`src/rtl/regfile_pkg.sv`:
```
// rtl/regfile_pkg.sv - shared index type and register-name constants for regfile_sb
// Ports: none (package).
package regfile_pkg;

  localparam int RF_REGBITS = 5;

  typedef logic [RF_REGBITS-1:0] reg_idx_t;

  localparam reg_idx_t REG_ZERO       = '0;
  localparam int       REG_SP         = 2;
  localparam int       REG_A0         = 10;
  localparam int       NUM_ECALL_ARGS = 8;

endpackage

```
`src/rtl/regfile_sb_if.sv`:
```
// rtl/regfile_sb_if.sv - writeback/decode bundle between the pipeline and regfile_sb
// Ports (signals):
//   wr_en/wr_reg/wr_data          writeback port
//   rs1_*/rs2_*                   decode read ports (addr, used, data)
//   iss_valid/iss_rd/stall/flush  issue handshake and pipeline flush
// Modports: master = pipeline side, slave = register file side.
interface regfile_sb_if #(
  parameter int REGBITS = 5,
  parameter int LOGSIZE = 64
);

  logic               wr_en;
  logic [REGBITS-1:0] wr_reg;
  logic [LOGSIZE-1:0] wr_data;

  logic [REGBITS-1:0] rs1_addr;
  logic [REGBITS-1:0] rs2_addr;
  logic               rs1_used;
  logic               rs2_used;
  logic [LOGSIZE-1:0] rs1_data;
  logic [LOGSIZE-1:0] rs2_data;

  logic               iss_valid;
  logic [REGBITS-1:0] iss_rd;
  logic               stall;
  logic               flush;

  modport master (
    output wr_en, wr_reg, wr_data,
    output rs1_addr, rs2_addr, rs1_used, rs2_used,
    output iss_valid, iss_rd, flush,
    input  rs1_data, rs2_data, stall
  );

  modport slave (
    input  wr_en, wr_reg, wr_data,
    input  rs1_addr, rs2_addr, rs1_used, rs2_used,
    input  iss_valid, iss_rd, flush,
    output rs1_data, rs2_data, stall
  );

endinterface

```
`src/rtl/regfile_sb_hazard.sv`:
```
// rtl/regfile_sb_hazard.sv - combinational RAW/WAW hazard detect for the write scoreboard
// Ports:
//   pending_i                      per-register outstanding-write marks
//   wr_en_i/wr_reg_i               writeback in flight this cycle
//   iss_valid_i/iss_rd_i           issuing instruction and its destination
//   rs1_addr_i/rs1_used_i, rs2_*   issuing instruction sources
//   stall_o                        issue must be held this cycle
// Build option: RF_WB_BYPASS_EN lets a register being written back this cycle count as ready.
module sb_hazard
  import regfile_pkg::*;
#(
  parameter int REGBITS = 5,
  parameter int NREGS   = 32
) (
  input  logic [NREGS-1:0]   pending_i,
  input  logic               wr_en_i,
  input  logic [REGBITS-1:0] wr_reg_i,
  input  logic               iss_valid_i,
  input  logic [REGBITS-1:0] iss_rd_i,
  input  logic [REGBITS-1:0] rs1_addr_i,
  input  logic               rs1_used_i,
  input  logic [REGBITS-1:0] rs2_addr_i,
  input  logic               rs2_used_i,
  output logic               stall_o
);

  logic pend_rs1;
  logic pend_rs2;
  logic pend_rd;

`ifdef RF_WB_BYPASS_EN
  // A value arriving on the writeback port this cycle is forwarded to the
  // read ports, so its register no longer blocks the consumer.
  function automatic logic pend(input logic [NREGS-1:0] pv, input logic [REGBITS-1:0] r,
                                input logic wen, input logic [REGBITS-1:0] wreg);
    return pv[r] && (r != REG_ZERO) && !(wen && (r == wreg));
  endfunction

  assign pend_rs1 = pend(pending_i, rs1_addr_i, wr_en_i, wr_reg_i);
  assign pend_rs2 = pend(pending_i, rs2_addr_i, wr_en_i, wr_reg_i);
  assign pend_rd  = pend(pending_i, iss_rd_i,   wr_en_i, wr_reg_i);
`else
  function automatic logic pend(input logic [NREGS-1:0] pv, input logic [REGBITS-1:0] r);
    return pv[r] && (r != REG_ZERO);
  endfunction

  assign pend_rs1 = pend(pending_i, rs1_addr_i);
  assign pend_rs2 = pend(pending_i, rs2_addr_i);
  assign pend_rd  = pend(pending_i, iss_rd_i);

  // Writeback timing does not influence hazards without forwarding.
  logic unused_wb;
  assign unused_wb = ^{wr_en_i, wr_reg_i};
`endif

  // The destination term catches WAW: a second writer must wait for the first.
  assign stall_o = iss_valid_i &&
                   ((rs1_used_i && pend_rs1) || (rs2_used_i && pend_rs2) || pend_rd);

endmodule

```
`src/rtl/regfile_sb.sv`:
```
// rtl/regfile_sb.sv - integer register file with in-flight write scoreboard
// Ports:
//   clk, rst         clock; asynchronous active-low reset
//   rf (slave)       writeback port, two combinational read ports, issue/stall, flush
//   busy_cnt         registered count of registers with an outstanding write
//   ecall_reg_val    a0..a7 straight from the array (index 0 = a0), never forwarded
// Build option: RF_WB_BYPASS_EN forwards wr_data to matching read ports in the writeback cycle.
module regfile_sb
  import regfile_pkg::*;
#(
  parameter int                 REGBITS = 5,
  parameter int                 LOGSIZE = 64,
  parameter int                 NREGS   = 32,
  parameter logic [LOGSIZE-1:0] SP_INIT = '0
) (
  input  logic                                    clk,
  input  logic                                    rst,
  regfile_sb_if.slave                             rf,
  output logic [$clog2(NREGS):0]                  busy_cnt,
  output logic [NUM_ECALL_ARGS-1:0][LOGSIZE-1:0]  ecall_reg_val
);

  localparam int CNTW = $clog2(NREGS) + 1;

  logic [LOGSIZE-1:0] regs_q [NREGS];
  logic [NREGS-1:0]   pending_q, pending_d;
  logic [CNTW-1:0]    busy_q, busy_d;

  logic stall;
  logic wr_commit;
  logic wr_clears;
  logic iss_sets;

  sb_hazard #(
    .REGBITS (REGBITS),
    .NREGS   (NREGS)
  ) u_hazard (
    .pending_i   (pending_q),
    .wr_en_i     (rf.wr_en),
    .wr_reg_i    (rf.wr_reg),
    .iss_valid_i (rf.iss_valid),
    .iss_rd_i    (rf.iss_rd),
    .rs1_addr_i  (rf.rs1_addr),
    .rs1_used_i  (rf.rs1_used),
    .rs2_addr_i  (rf.rs2_addr),
    .rs2_used_i  (rf.rs2_used),
    .stall_o     (stall)
  );

  assign rf.stall = stall;

  // x0 is hardwired: never written and never marked.
  assign wr_commit = rf.wr_en && (rf.wr_reg != REG_ZERO);
  // Only a write that retires an outstanding mark reduces the count; stray
  // writes (e.g. after a flush or reset) leave it alone.
  assign wr_clears = wr_commit && pending_q[rf.wr_reg];
  assign iss_sets  = rf.iss_valid && !stall && (rf.iss_rd != REG_ZERO);

  always_comb begin
    pending_d = pending_q;
    busy_d    = busy_q;
    if (rf.flush) begin
      pending_d = '0;
      busy_d    = '0;
    end else begin
      if (wr_commit) pending_d[rf.wr_reg] = 1'b0;
      // Applied after the clear so a same-register set wins.
      if (iss_sets)  pending_d[rf.iss_rd] = 1'b1;
      case ({iss_sets, wr_clears})
        2'b10:   busy_d = busy_q + CNTW'(1);
        2'b01:   busy_d = busy_q - CNTW'(1);
        default: busy_d = busy_q;
      endcase
    end
  end

  always_ff @(posedge clk or negedge rst) begin
    if (!rst) begin
      for (int i = 0; i < NREGS; i++) begin
        regs_q[i] <= (i == REG_SP) ? SP_INIT : '0;
      end
      pending_q <= '0;
      busy_q    <= '0;
    end else begin
      if (wr_commit) regs_q[rf.wr_reg] <= rf.wr_data;
      pending_q <= pending_d;
      busy_q    <= busy_d;
    end
  end

  assign busy_cnt = busy_q;

  always_comb begin
    rf.rs1_data = (rf.rs1_addr == REG_ZERO) ? '0 : regs_q[rf.rs1_addr];
    rf.rs2_data = (rf.rs2_addr == REG_ZERO) ? '0 : regs_q[rf.rs2_addr];
`ifdef RF_WB_BYPASS_EN
    // wr_commit already excludes x0, so x0 keeps reading zero.
    if (wr_commit && (rf.wr_reg == rf.rs1_addr)) rf.rs1_data = rf.wr_data;
    if (wr_commit && (rf.wr_reg == rf.rs2_addr)) rf.rs2_data = rf.wr_data;
`endif
  end

  for (genvar g = 0; g < NUM_ECALL_ARGS; g++) begin : g_ecall
    assign ecall_reg_val[g] = regs_q[REG_A0 + g];
  end

endmodule

```
`src/flat_wrapper.sv`:
```
// flat-port wrapper written by rule: the top's interface ports become plain ports
module regfile_sb_flat import regfile_pkg::*;
#(
  parameter int                 REGBITS = 5,
  parameter int                 LOGSIZE = 64,
  parameter int                 NREGS   = 32,
  parameter logic [LOGSIZE-1:0] SP_INIT = '0
)
  (clk, rst, busy_cnt, ecall_reg_val, rf_wr_en, rf_wr_reg, rf_wr_data, rf_rs1_addr, rf_rs2_addr, rf_rs1_used, rf_rs2_used, rf_iss_valid, rf_iss_rd, rf_flush, rf_rs1_data, rf_rs2_data, rf_stall);
  regfile_sb_if #(.REGBITS(REGBITS), .LOGSIZE(LOGSIZE)) rf_i ();
  input  logic clk;
  input  logic rst;
  output logic [$clog2(NREGS):0] busy_cnt;
  output logic [NUM_ECALL_ARGS-1:0][LOGSIZE-1:0] ecall_reg_val;
  input wire logic [$bits(rf_i.wr_en)-1:0] rf_wr_en;
  input wire logic [$bits(rf_i.wr_reg)-1:0] rf_wr_reg;
  input wire logic [$bits(rf_i.wr_data)-1:0] rf_wr_data;
  input wire logic [$bits(rf_i.rs1_addr)-1:0] rf_rs1_addr;
  input wire logic [$bits(rf_i.rs2_addr)-1:0] rf_rs2_addr;
  input wire logic [$bits(rf_i.rs1_used)-1:0] rf_rs1_used;
  input wire logic [$bits(rf_i.rs2_used)-1:0] rf_rs2_used;
  input wire logic [$bits(rf_i.iss_valid)-1:0] rf_iss_valid;
  input wire logic [$bits(rf_i.iss_rd)-1:0] rf_iss_rd;
  input wire logic [$bits(rf_i.flush)-1:0] rf_flush;
  output wire logic [$bits(rf_i.rs1_data)-1:0] rf_rs1_data;
  output wire logic [$bits(rf_i.rs2_data)-1:0] rf_rs2_data;
  output wire logic [$bits(rf_i.stall)-1:0] rf_stall;
  assign rf_i.wr_en = rf_wr_en;
  assign rf_i.wr_reg = rf_wr_reg;
  assign rf_i.wr_data = rf_wr_data;
  assign rf_i.rs1_addr = rf_rs1_addr;
  assign rf_i.rs2_addr = rf_rs2_addr;
  assign rf_i.rs1_used = rf_rs1_used;
  assign rf_i.rs2_used = rf_rs2_used;
  assign rf_i.iss_valid = rf_iss_valid;
  assign rf_i.iss_rd = rf_iss_rd;
  assign rf_i.flush = rf_flush;
  assign rf_rs1_data = rf_i.rs1_data;
  assign rf_rs2_data = rf_i.rs2_data;
  assign rf_stall = rf_i.stall;
  regfile_sb #(.REGBITS(REGBITS), .LOGSIZE(LOGSIZE), .NREGS(NREGS), .SP_INIT(SP_INIT)) u_core (.clk(clk), .rst(rst), .rf(rf_i), .busy_cnt(busy_cnt), .ecall_reg_val(ecall_reg_val));
endmodule
```
`config.mk`:
```
export PLATFORM = sky130hd
export DESIGN_NAME = regfile_sb_flat
export DESIGN_NICKNAME = d
export VERILOG_FILES = /design/src/rtl/regfile_pkg.sv /design/src/rtl/regfile_sb_if.sv /design/src/rtl/regfile_sb_hazard.sv /design/src/rtl/regfile_sb.sv /design/src/flat_wrapper.sv
export SDC_FILE = /design/constraint.sdc
export NUM_CORES = 2
export LEC_CHECK = 0
export CAP_MARGIN = 40
export CORE_ASPECT_RATIO = 0.7
export CORE_MARGIN = 2
export CORE_UTILIZATION = 55
export DETAILED_ROUTE_END_ITERATION = 16
export GPL_TIMING_DRIVEN = 1
export PLACE_DENSITY_LB_ADDON = 0.08
export SLEW_MARGIN = 20
export SYNTH_ARGS = -nofsm -noshare
export SYNTH_HDL_FRONTEND = slang
export SYNTH_SLANG_ARGS = --single-unit
export TNS_END_PERCENT = 1
```
`constraint.sdc`:
```
create_clock -name clk -period 5.1 [get_ports clk]
set_input_delay 0.51 -clock clk [delete_from_list [all_inputs] [get_ports clk]]
set_output_delay 0.51 -clock clk [all_outputs]
set_load 0.01 [all_outputs]
```
==> metrics.sh <==
AREA_INSIDE_THE_CORE_BOUNDARY_UM2=207000
GRT_PASS1_WL_UM=514000
GR-TOTAL-OVERFLOW=0
FIRST_GLOBAL_VIAS=70615
ROUTED_WIRELENGTH_NORMALIZED_BY_INSTANCE_COUNT_UM=34.6
YS_SEQ_ELEMENTS=2086
DETAIL_ROUTE.FIRST_PASS.ITERATIONS=6
FINALCRITICALPERIOD_NS=4.29
HOLD-WORST-SLACK_NS=0.277
WORST-ENDPOINT-REQUIRED_NS=4.59
TIMING.MAX_CAP.VIOLATIONS=0
CLK_ROOT_BUFFER_CELL='clkbuf_16'
SYNTH.YOSYS.WARNINGS=0
DIE_X_UM=549
POSTCTSHOLDBUFS=1
RELSLEWSLACK=0.341
CRITPATHCAPTURETYPE='output port'
LARGEST_NET_DEGREE_AT_THE_START_OF_GLOBAL_ROUTING=179
FINAL.PERIOD_UTILIZATION=0.841
DRT_FIRST_ITER_VIOLATIONS=6718
DPL.HPWL_UM=215000
LAYOUT_OVERHEAD_ON_THE_SYNTHESIZED_AREA_PCT=12.9
POST_ROUTE_CELLS_DRIVE_ABOVE_1_SHARE=0.537
FF_LATCH_AREA_UM2=52200
SYNTH.TOP_CELLS.BY_COUNT='2086 x dfrtp_1, 1987 x mux2_2, 1301 x mux4_2'
GRT_SETUP_UNREPAIRED='false'
CTS_TREE='yes'
GLOBALROUTE.BUSIESTLAYER='met2'
GLOBAL_ROUTE.USAGE.MET1=0.491
IR_DROP_mV=0.339
SYN_AREA_PER_CELL_UM2=15.7
SYNTH-ASYNC-RESET-RATIO=1.00
GRT_ANTENNA_BEFORE_REPAIR=5
POST-SYNTH-TOP-AREA-FRACTION=0.456
SYNTH_CELL_TYPES=58
FINALWEIGHTEDCONGESTION=0.899
SETUP_WS_NS=0.811
TIMING.SETUP.CRITICAL_PATH_CLASS='primary input to output port'
CLK_PIN_SLEW_NS=0.06
SYNTHMOSTINSTANTIATEDCELL='dfrtp_1'
WORST_CLOCK_SKEW_NS=0.0292
MET2_USAGE=0.498
GRT_USE_TOTAL=0.333
N_FILL_CELL=15069
TIMING.FMAX_GHz=0.233
TRITONCTS.NUM_BUFFERS=213
TRITONCTS_NUM_SINKS=2086
CRIT_PATH_START_KIND='primary input'
FINALSETUPVIOLCOUNT=0
POST_SYNTH_INSTANCE_AREA_UM2=115000
TIMING.HOLD.WORST.CLASS='primary input to async pin'
CTS_RESIZED=0
INITIAL_CELL_DENSITY_OF_THE_CORE=0.552
YS_SEQ_AREA_FRAC=0.456
RUN_STATUS='completed'
SYNTH_FP_NETS=7391
MULTI_INPUT_AREA_UM2=55300
FINALSETUPTNS_NS=0
WORSTSKEWPAIRLATENCY_NS=0.86
NNETSFINAL=7268
GROUTE.LAYER.MET3.USAGE=0.0680
NUMPORTBUFFERS=737
PWR_DENSITY_CELL_nW_PER_UM2=399
CLOCK_TREE.BUFFER_DEPTH=4
CTS.REPAIR_TIMING.SETUP_BUFFER_COUNT=0
AREA_OF_THE_DIE_UM2=212000
IO_PINS=738
YOSYS.AREA.TOP_TYPE='dfrtp_1'
SYNTH_FF_TYPE='dfrtp_1'
FINALMAXSLEWVIOLATIONS=0
FINAL-HOLD-VIOLATION-COUNT=0
ANTENNA_VIOLATING_NETS_POST_ROUTE=0
ROUTE.DETAILED.DRC=0
AVGVIACOUNTPERCELL=6.86
WIRELENGTH_UM=349000
SYNTHTOPCELLSBYAREA='dfrtp_1 46%, mux4_2 26%, mux2_2 20%'
STD_CELL_ROWS=140
PLACE_WS_NS=0.474
TIGHTEST_SLEW_NS=0.989
NUMPLACEDINSTANCES=9722
DIE_H_UM=386
SYNTH_EDF_COUNT=0
SYNTHCELLS=7295
PATH_MAX_FANOUT=79
FINISH.CELL_COUNT_WITHOUT_FILLERS=10102
CTS-HTREE-LEVELS=4
ARRIVAL_NS=3.78
POWER.LEAKAGE_uW=0.0546
VIA_COUNT=69297
## sequential cells by signal, indices dropped and copies added, names as in the netlist
register              flops
u_core.pending_q         32
u_core.busy_cnt           6
u_core.ecall_reg_val    512
u_core.regs_q          1536
## report_power, final
part | total [uW] | switching (uW) | internal [uW] | leakage, uW
registers | 22200 | 2590 | 19600 | 0.0268
clock network | 16500 | 6720 | 9750 | 0.00356
logic | 12900 | 5020 | 7900 | 0.0242
total | 51600 | 14300 | 37300 | 0.0546
## final cells by class
cell class              instances  share of cell area
flip-flops and latches       2086               0.404
multi-input cells            3847               0.427
clock buffers                 313              0.0483
well taps                    2769              0.0268
inverters                      28            0.000832
repair buffers                996              0.0853
clock inverters                60             0.00755
diodes                          3           0.0000581
## path summary, 6_finish.rpt
kind | startpoint | endpoint | slack, ns | depth (start not counted)
hold reg to reg | u_core.regs_q[2042] | u_core.regs_q[2042] | 0.39 | 0
hold / removal | rst | u_core.ecall_reg_val[379] | 0.28 | 2
setup / recovery | rf_rs1_addr[0] | rf_rs1_data[38] | 0.81 | 7
max in group asynchronous | rst | u_core.regs_q[1833] | 3.26 | 3
min in group clk | rf_wr_data[58] | u_core.regs_q[1786] | 0.34 | 2
setup reg to reg | u_core.pending_q[25] | u_core.busy_cnt[5] | 1.26 | 15
## stage by stage
step,utilization,power (uW),area [um2]
6_report,0.623,51600,129000
3_5_place_dp,0.588,35300,122000
4_1_cts,0.623,51800,129000
5_1_grt,0.623,53600,129000
3_3_place_gp,0.583,34700,121000
2_1_floorplan,-,30700,115000
## worst max-delay path, cell delays in order
cell and delay (ns):
buf_8 0.35, buf_12 0.56, mux4_2 0.61, mux4_2 0.46
mux2i_1 0.43, nor2_1 0.12, clkdlybuf4s50_1 0.52
## layout by cell type (no fill, tap or decap), types with 4 or more instances in the layout
cell type	count
a21oi_1	75
a32oi_1	4
buf_12	92
buf_16	9
buf_2	6
buf_4	104
buf_6	12
buf_8	50
bufinv_16	26
clkbuf_1	48
clkbuf_16	215
clkbuf_8	52
clkdlybuf4s50_1	720
clkinv_2	27
dfrtp_1	2086
ha_1	4
inv_1	27
mux2_2	1987
mux2_4	5
mux2i_1	92
mux4_2	1301
nand2_1	142
nand2_4	7
nand2b_1	5
nand2b_4	5
nand3_1	5
nand3b_1	13
nand4_1	4
nor2_1	91
nor2_4	20
nor2b_1	8
o21ai_0	5
o21ai_1	7
o22ai_1	4
o32ai_1	18
## cell families after synthesis
logic type               after synthesis  synth area share
multiplexers                        3386             0.460
flip-flops                          2086             0.456
buffers and inverters               1362            0.0636
AND/OR/NAND/NOR                      322            0.0124
AO/OA/AOI/OAI                        130           0.00698
adder cells (fa/ha/maj)                5          0.000612
XOR/XNOR                               4          0.000470
## routing by layer
metal / routed length, um / vias up
li1: - / 27213
met1: 149000 / 38464
met2: 160000 / 3026
met3: 26800 / 592
met4: 12800 / 2
met5: 13 / -
(Power assumes the default switching activity.)
